--- src/rtl/seg7_scan_ctrl_n_if.sv ---
// Display bus between the digit source and the N-digit 7-segment scan controller.
// The master drives the digit data and display controls; the slave drives the pins.
interface seg7_scan_ctrl_n_if #(
    parameter int NUM_DIGITS = 4,
    parameter int BRIGHT_W   = 3
);
    logic                    load;
    logic [5*NUM_DIGITS-1:0] digits_in;
    logic [NUM_DIGITS-1:0]   dp_in;
    logic [NUM_DIGITS-1:0]   digit_en;
    logic [NUM_DIGITS-1:0]   blink_mask;
    logic [BRIGHT_W-1:0]     bright;
    logic [NUM_DIGITS-1:0]   anodo;
    logic [6:0]              seven;
    logic                    dp;
    logic                    frame_start;

    modport master (
        output load, digits_in, dp_in, digit_en, blink_mask, bright,
        input  anodo, seven, dp, frame_start
    );

    modport slave (
        input  load, digits_in, dp_in, digit_en, blink_mask, bright,
        output anodo, seven, dp, frame_start
    );
endinterface

--- src/rtl/seg7_scan_ctrl_n.sv ---
// N-digit multiplexed 7-segment scan controller with frame-synchronous loading,
// PWM brightness, per-digit enable/blink and decimal points.
module seg7_scan_ctrl_n #(
    parameter int NUM_DIGITS     = 4,
    parameter int REFRESH_DIV    = 27000,
    parameter int BRIGHT_W       = 3,
    parameter int BLINK_FRAMES   = 64,
    parameter int SEG_ACTIVE_LOW = 1
) (
    input  logic              clk,
    input  logic              rst_n,
    seg7_scan_ctrl_n_if.slave bus
);
    localparam int CNT_W = (REFRESH_DIV > 1) ? $clog2(REFRESH_DIV) : 1;
    localparam int SEL_W = (NUM_DIGITS > 1) ? $clog2(NUM_DIGITS) : 1;
    localparam int BLK_W = (BLINK_FRAMES > 1) ? $clog2(BLINK_FRAMES) : 1;
    localparam int OL_W  = CNT_W + BRIGHT_W + 1;

    localparam logic [6:0] SEG_OFF = (SEG_ACTIVE_LOW != 0) ? 7'h7F : 7'h00;
    localparam logic       DP_OFF  = (SEG_ACTIVE_LOW != 0);

    logic [CNT_W-1:0]            r_cnt;
    logic [SEL_W-1:0]            r_sel;
    logic [BLK_W-1:0]            r_blink_cnt;
    logic                        r_blink_on;
    logic [NUM_DIGITS-1:0][4:0]  r_sh_code;
    logic [NUM_DIGITS-1:0][4:0]  r_act_code;
    logic [NUM_DIGITS-1:0]       r_sh_dp;
    logic [NUM_DIGITS-1:0]       r_act_dp;
    logic                        r_pending;
    logic [NUM_DIGITS-1:0]       r_anodo;
    logic [6:0]                  r_seven;
    logic                        r_dp;
    logic                        r_frame_end_d;
    logic                        r_frame_start;

    logic                        w_tick;
    logic                        w_frame_end;
    logic [OL_W-1:0]             w_on_len;
    logic [4:0]                  w_code;
    logic                        w_lit;
    logic [6:0]                  w_glyph;
    logic [NUM_DIGITS-1:0]       w_anodo;

    assign w_tick      = (r_cnt == CNT_W'(REFRESH_DIV - 1));
    assign w_frame_end = w_tick && (r_sel == SEL_W'(NUM_DIGITS - 1));

    // Worst case product is 2^BRIGHT_W * REFRESH_DIV, which fits in OL_W bits.
    assign w_on_len = ((OL_W'(bus.bright) + OL_W'(1)) * OL_W'(REFRESH_DIV)) >> BRIGHT_W;

    assign w_code = r_act_code[r_sel];
    assign w_lit  = bus.digit_en[r_sel] && (OL_W'(r_cnt) < w_on_len)
                    && !(bus.blink_mask[r_sel] && !r_blink_on);

    always_comb begin
        w_glyph = 7'h00;
        case (w_code)
            5'h00: w_glyph = 7'h3F;
            5'h01: w_glyph = 7'h06;
            5'h02: w_glyph = 7'h5B;
            5'h03: w_glyph = 7'h4F;
            5'h04: w_glyph = 7'h66;
            5'h05: w_glyph = 7'h6D;
            5'h06: w_glyph = 7'h7D;
            5'h07: w_glyph = 7'h07;
            5'h08: w_glyph = 7'h7F;
            5'h09: w_glyph = 7'h6F;
            5'h0A: w_glyph = 7'h77;
            5'h0B: w_glyph = 7'h7C;
            5'h0C: w_glyph = 7'h39;
            5'h0D: w_glyph = 7'h5E;
            5'h0E: w_glyph = 7'h79;
            5'h0F: w_glyph = 7'h71;
            5'h10: w_glyph = 7'h40;
            default: w_glyph = 7'h00;
        endcase
    end

    always_comb begin
        w_anodo = '1;
        if (w_lit) w_anodo[r_sel] = 1'b0;
    end

    always_ff @(posedge clk or negedge rst_n) begin
        if (!rst_n) begin
            r_cnt <= '0;
            r_sel <= '0;
        end else if (w_tick) begin
            r_cnt <= '0;
            r_sel <= (r_sel == SEL_W'(NUM_DIGITS - 1)) ? '0 : r_sel + 1'b1;
        end else begin
            r_cnt <= r_cnt + 1'b1;
        end
    end

    always_ff @(posedge clk or negedge rst_n) begin
        if (!rst_n) begin
            r_blink_cnt <= '0;
            r_blink_on  <= 1'b1;
        end else if (w_frame_end) begin
            if (r_blink_cnt == BLK_W'(BLINK_FRAMES - 1)) begin
                r_blink_cnt <= '0;
                r_blink_on  <= ~r_blink_on;
            end else begin
                r_blink_cnt <= r_blink_cnt + 1'b1;
            end
        end
    end

    // Active codes only change on the frame boundary so a frame never shows a mix.
    always_ff @(posedge clk or negedge rst_n) begin
        if (!rst_n) begin
            r_sh_code  <= {NUM_DIGITS{5'h1F}};
            r_act_code <= {NUM_DIGITS{5'h1F}};
            r_sh_dp    <= '0;
            r_act_dp   <= '0;
            r_pending  <= 1'b0;
        end else if (bus.load) begin
            r_sh_code <= bus.digits_in;
            r_sh_dp   <= bus.dp_in;
            if (w_frame_end) begin
                r_act_code <= bus.digits_in;
                r_act_dp   <= bus.dp_in;
                r_pending  <= 1'b0;
            end else begin
                r_pending <= 1'b1;
            end
        end else if (w_frame_end && r_pending) begin
            r_act_code <= r_sh_code;
            r_act_dp   <= r_sh_dp;
            r_pending  <= 1'b0;
        end
    end

    // frame_start is delayed twice so it coincides with digit 0 appearing on the pins.
    always_ff @(posedge clk or negedge rst_n) begin
        if (!rst_n) begin
            r_anodo       <= '1;
            r_seven       <= SEG_OFF;
            r_dp          <= DP_OFF;
            r_frame_end_d <= 1'b0;
            r_frame_start <= 1'b0;
        end else begin
            r_anodo       <= w_anodo;
            r_seven       <= (w_lit ? w_glyph : 7'h00) ^ SEG_OFF;
            r_dp          <= (w_lit & r_act_dp[r_sel]) ^ DP_OFF;
            r_frame_end_d <= w_frame_end;
            r_frame_start <= r_frame_end_d;
        end
    end

    assign bus.anodo       = r_anodo;
    assign bus.seven       = r_seven;
    assign bus.dp          = r_dp;
    assign bus.frame_start = r_frame_start;
endmodule
--- src/flat_wrapper.sv ---
// flat-port wrapper written by rule: the top's interface ports become plain ports
module seg7_scan_ctrl_n_flat 
#(
    parameter int NUM_DIGITS     = 4,
    parameter int REFRESH_DIV    = 27000,
    parameter int BRIGHT_W       = 3,
    parameter int BLINK_FRAMES   = 64,
    parameter int SEG_ACTIVE_LOW = 1
)
  (clk, rst_n, bus_load, bus_digits_in, bus_dp_in, bus_digit_en, bus_blink_mask, bus_bright, bus_anodo, bus_seven, bus_dp, bus_frame_start);
  seg7_scan_ctrl_n_if #(.NUM_DIGITS(NUM_DIGITS), .BRIGHT_W(BRIGHT_W)) bus_i ();
  input  logic clk;
  input  logic rst_n;
  input wire logic [$bits(bus_i.load)-1:0] bus_load;
  input wire logic [$bits(bus_i.digits_in)-1:0] bus_digits_in;
  input wire logic [$bits(bus_i.dp_in)-1:0] bus_dp_in;
  input wire logic [$bits(bus_i.digit_en)-1:0] bus_digit_en;
  input wire logic [$bits(bus_i.blink_mask)-1:0] bus_blink_mask;
  input wire logic [$bits(bus_i.bright)-1:0] bus_bright;
  output wire logic [$bits(bus_i.anodo)-1:0] bus_anodo;
  output wire logic [$bits(bus_i.seven)-1:0] bus_seven;
  output wire logic [$bits(bus_i.dp)-1:0] bus_dp;
  output wire logic [$bits(bus_i.frame_start)-1:0] bus_frame_start;
  assign bus_i.load = bus_load;
  assign bus_i.digits_in = bus_digits_in;
  assign bus_i.dp_in = bus_dp_in;
  assign bus_i.digit_en = bus_digit_en;
  assign bus_i.blink_mask = bus_blink_mask;
  assign bus_i.bright = bus_bright;
  assign bus_anodo = bus_i.anodo;
  assign bus_seven = bus_i.seven;
  assign bus_dp = bus_i.dp;
  assign bus_frame_start = bus_i.frame_start;
  seg7_scan_ctrl_n #(.NUM_DIGITS(NUM_DIGITS), .REFRESH_DIV(REFRESH_DIV), .BRIGHT_W(BRIGHT_W), .BLINK_FRAMES(BLINK_FRAMES), .SEG_ACTIVE_LOW(SEG_ACTIVE_LOW)) u_core (.clk(clk), .rst_n(rst_n), .bus(bus_i));
endmodule
--- config.mk ---
export PLATFORM = sky130hd
export DESIGN_NAME = seg7_scan_ctrl_n_flat
export DESIGN_NICKNAME = d
export VERILOG_FILES = /design/src/rtl/seg7_scan_ctrl_n_if.sv /design/src/rtl/seg7_scan_ctrl_n.sv /design/src/flat_wrapper.sv
export SDC_FILE = /design/constraint.sdc
export NUM_CORES = 1
export LEC_CHECK = 0
export ABC_AREA = 0
export BUFFER_PORTS_ARGS = -buffer_cell sky130_fd_sc_hd__buf_2
export CORE_ASPECT_RATIO = 0.75
export CORE_UTILIZATION = 35
export CTS_BUF_LIST = sky130_fd_sc_hd__clkbuf_2 sky130_fd_sc_hd__clkbuf_4 sky130_fd_sc_hd__clkbuf_8
export DETAILED_ROUTE_END_ITERATION = 12
export PLACE_DENSITY_LB_ADDON = 0.1
export SLEW_MARGIN = 0
export SYNTH_ARGS = -nofsm -noshare
export SYNTH_HDL_FRONTEND = slang
export SYNTH_SLANG_ARGS = --single-unit
--- constraint.sdc ---
create_clock -name clk -period 3.9 [get_ports clk]
set_input_delay 0.585 -clock clk [delete_from_list [all_inputs] [get_ports clk]]
set_output_delay 0.585 -clock clk [all_outputs]
set_load 0.02 [all_outputs]
==> results.yml <==
floorplan:
  ios: 51
  die-area_sq_um: 15320
  fp.dieW_microns: 142.6
  coreArea_sq_um: 14450
  start_util_pct: 35.91
  dieHeight_microns: 107.5
  rows: 38
yosys:
  yosys.area.top_type_share_pct: 26.83
  synth_top_family_by_area: "multiplexers"
  synth_warnings: 0
  netlist_instances: 439
  synth-main-ff-cell: "dfstp_2"
  ys_async_sr_fraction_pct: 100.0
  syn_nets: 532
  synthXorXnorAreaFrac_pct: 5.231
  synth-edff-count: 0
  yosys.cell_types.count: 54
  synth_compound_area_share_pct: 8.197
  seq_area_frac_synth_pct: 43.23
  syn_area_sq_um: 5190
  synth_top_area_cell: "dfstp_2"
  yosys_register_bits: 87
  synthSimpleGateAreaFrac_pct: 10.58
  synthMuxAreaShare_pct: 16.39
  synth_area_per_cell_sq_um: 11.82
  synth.area.top_cells: "dfstp_2, dfrtp_1, ha_1, mux2_4, mux2_2"
  synth_fa_ha_area_share_pct: 13.55
cts:
  cts-htree-levels: 3
  cts_hold_buf: 0
  clock_latency_ps: 360
  clock-sinks: 87
  cts_tree: "built"
  path_clk_slew_ps: 90
  clk_path_buf_depth: 2
  cts_made_buffers: 9
  root_buffer: "clkbuf_8"
min_path:
  hold_path_class: "primary input to asynchronous set/reset pin"
worst_setup_path:
  worst-path-max-fanout: 6
  worstSetupStartpointType: "primary input"
  cp-endpoint: "u_core.bus.seven[2]$_DFF_PN1_"
  r2r_slack_ps: 1270
  r2r_end: "u_core.r_act_dp[1]$_DFFE_PN0P_"
  crit_arrival_ps: 4480
  worstSetupPathType: "primary input to flip-flop"
  r2r-start: "u_core.r_cnt[0]$_DFF_PN0_"
  startpoint: "bus_bright[1]"
  cp.required_ps: 4160
  reg2reg_depth: 7
  cp-end-kind: "flip-flop"
route:
  wl_per_cell_microns: 14.78
  route.top_layer_used: "met4"
  drtIter0Drc: 144
  drtAntennaViolNets: 0
  dr_wl_met3_microns: 638
  routedLengthMet1_microns: 6107
  met2_length_microns: 4214
  num_vias: 3580
  drt_pass1_iterations: 8
  drc: 1
  via_per_inst: 4.780
  routed_wl_microns: 11070
placement:
  portBuffers: 50
  place.gp.congestion: 0.8038
  placed_area_sq_um: 6030
  dp_hpwl_microns: 8408
sta:
  fin_setup_tns_ps: -3455
  finalHoldViolCount: 0
  rsz0062_at_grt: "yes"
  period_share_pct: 108.2
  setup_viol: 12
  drv_slew: 0
  period_minus_slack_ps: 4219
  clock_skew_ps: 12.21
  worst_pin_slew_ps: 1055
  relSlewSlack_pct: 29.43
  fmax_ghz: 0.2370
  fin_ws_ps: -319.4
layout:
  nNetsFinal: 637
  design_area_sq_um: 6651
  utilization_pct: 46.02
  diodes: 0
  synthToLayoutAreaGrowth_pct: 28.16
  drive_above_1_share_pct: 48.63
  fill_cells: 1375
global_route:
  antenna_found_initial: 0
  grt_usage_pct: 15.58
  grt_pass1_vias: 3474
  grt_max_degree: 41
  grt_first_pass_wirelength_microns: 17990
  overflow: 0
power:
  ir_worst_vdd_uv: 162.1
  power.density_nw_per_um2: 349.6
  p_leak_nw: 2.971
run_status:
  status: "complete, but fails checks"
  violations: "design-rule violations, negative setup slack"
job:
  drv_cap: 0
[cell usage after synthesis, types with 3 or more instances]
cell type / n
o21ai_1: 9
nand3_1: 21
mux2_2: 25
o2111ai_1: 4
a21oi_1: 12
mux2_1: 7
inv_1: 18
o31ai_1: 3
nand2_1: 25
mux2_4: 20
a211oi_1: 3
dfrtp_1: 34
nand4_1: 4
a21o_1: 5
nor2_1: 28
nor2b_1: 5
xor2_1: 17
dfstp_2: 53
mux4_2: 8
xnor2_1: 14
o21ai_0: 9
buf_2: 3
nor3_1: 6
ha_1: 53
and3_1: 3
clkbuf_1: 6
o21a_1: 6
[logic make-up (layout without fill, tap and decap cells)]
logic type / count (synthesis) / count (layout)
AND/OR/NAND/NOR: 108 / 108
flip-flops: 87 / 87
AO/OA/AOI/OAI: 64 / 64
multiplexers: 61 / 61
adder cells (fa/ha/maj): 55 / 55
buffers and inverters: 33 / 143
XOR/XNOR: 31 / 31
[worst max-delay path, cell delays in order]
cell	delay (ps)
buf_12	110
nand2_4	70
nor2_4	40
nor2b_2	150
xnor2_2	160
xnor2_2	160
inv_1	80
fa_1	580
inv_2	50
ha_4	260
a211oi_2	70
o21a_1	230
o21ba_4	250
o31ai_4	170
a21oi_2	80
xor2_1	160
ha_1	320
a21oi_2	180
o211ai_1	120
nand3_2	140
o311ai_4	120
nand3_4	160
buf_12	140
o2111ai_1	90
[cell type report]
cell class / instances / area, sq um / area share [%]
well taps: 200 / 250.2 / 3.762
inverters: 19 / 81.33 / 1.223
clock buffers: 12 / 152.6 / 2.295
multi-input cells: 319 / 3064 / 46.07
repair buffers: 108 / 764.5 / 11.49
clock inverters: 4 / 95.09 / 1.430
flip-flops and latches: 87 / 2243 / 33.73
[sequential cells by signal, summed over array words and instances (netlist names)]
register	cells
u_core.r_frame_end_d	1
u_core.r_act_dp	4
u_core.r_sh_dp	4
u_core.r_act_code	20
u_core.bus.dp	1
u_core.r_cnt	15
u_core.r_blink_cnt	6
u_core.r_sel	2
u_core.bus.seven	7
u_core.r_pending	1
u_core.r_blink_on	1
u_core.bus.anodo	4
u_core.r_sh_code	20
u_core.bus.frame_start	1
[cell usage in the layout, fill, tap and decap left out, drive strengths merged, types with 5 or more instances in the layout]
master / n
nor3: 6
o21ai: 19
mux4: 8
ha: 53
xnor2: 14
nor2b: 5
nand3: 21
a21oi: 12
xor2: 17
nand2: 25
o21a: 6
inv: 18
dfrtp: 34
buf: 108
a21o: 5
mux2: 52
nor2: 28
dfstp: 53
clkbuf: 12
[per-stage QoR]
stage / total power (W) / worst slack (ps) / hold WS, ps / cells
after floorplan: 0.001276 / -437.2 / 289.4 / 439
after global placement: 0.001478 / -722.6 / 338.0 / 722
after detailed placement: 0.001484 / -779.7 / 347.2 / 722
after CTS: 0.002310 / -309.3 / 189.5 / 746
after global routing: 0.002464 / -487.0 / 211.4 / 749
final: 0.002325 / -319.4 / 196.1 / 749
[report_power, final]
part	total (W)	internal [W]	switching, W
sequential	0.000957	0.000949	0.00000772
combinational	0.000610	0.000315	0.000295
clock	0.000758	0.000457	0.000301
[routing by layer]
layer  vias to the layer above  GRT usage (%)
met5                         -              0
met4                         0          4.608
met3                         6          4.226
met2                        78          20.13
met1                      1712          24.43
li1                       1784              -
[repair_timing]
item | 4_1_cts | 5_1_grt
setup buffers | 7 | 3
resized for setup | 30 | 26
cloned | 1 | 0
hold endpoints to repair | 0 | 0
endpoints found under the setup margin | 12 | 12
pin swaps | 7 | 22
[how the worst min path moves through the flow]
stage | cells after the start | startpoint | endpoint | slack [ps]
5_1_grt | 1 | rst_n | u_core.r_cnt[3]$_DFF_PN0_ | 210
3_5_place_dp | 0 | u_core.r_frame_end_d$_DFF_PN0_ | u_core.bus.frame_start$_DFF_PN0_ | 350
4_1_cts | 1 | rst_n | u_core.r_cnt[1]$_DFF_PN0_ | 190
2_1_floorplan | 0 | rst_n | u_core.bus.frame_start$_DFF_PN0_ | 290
6_report | 1 | rst_n | u_core.r_cnt[0]$_DFF_PN0_ | 200
3_3_place_gp | 0 | u_core.r_frame_end_d$_DFF_PN0_ | u_core.bus.frame_start$_DFF_PN0_ | 340
Power figures use the tool's default switching activity.
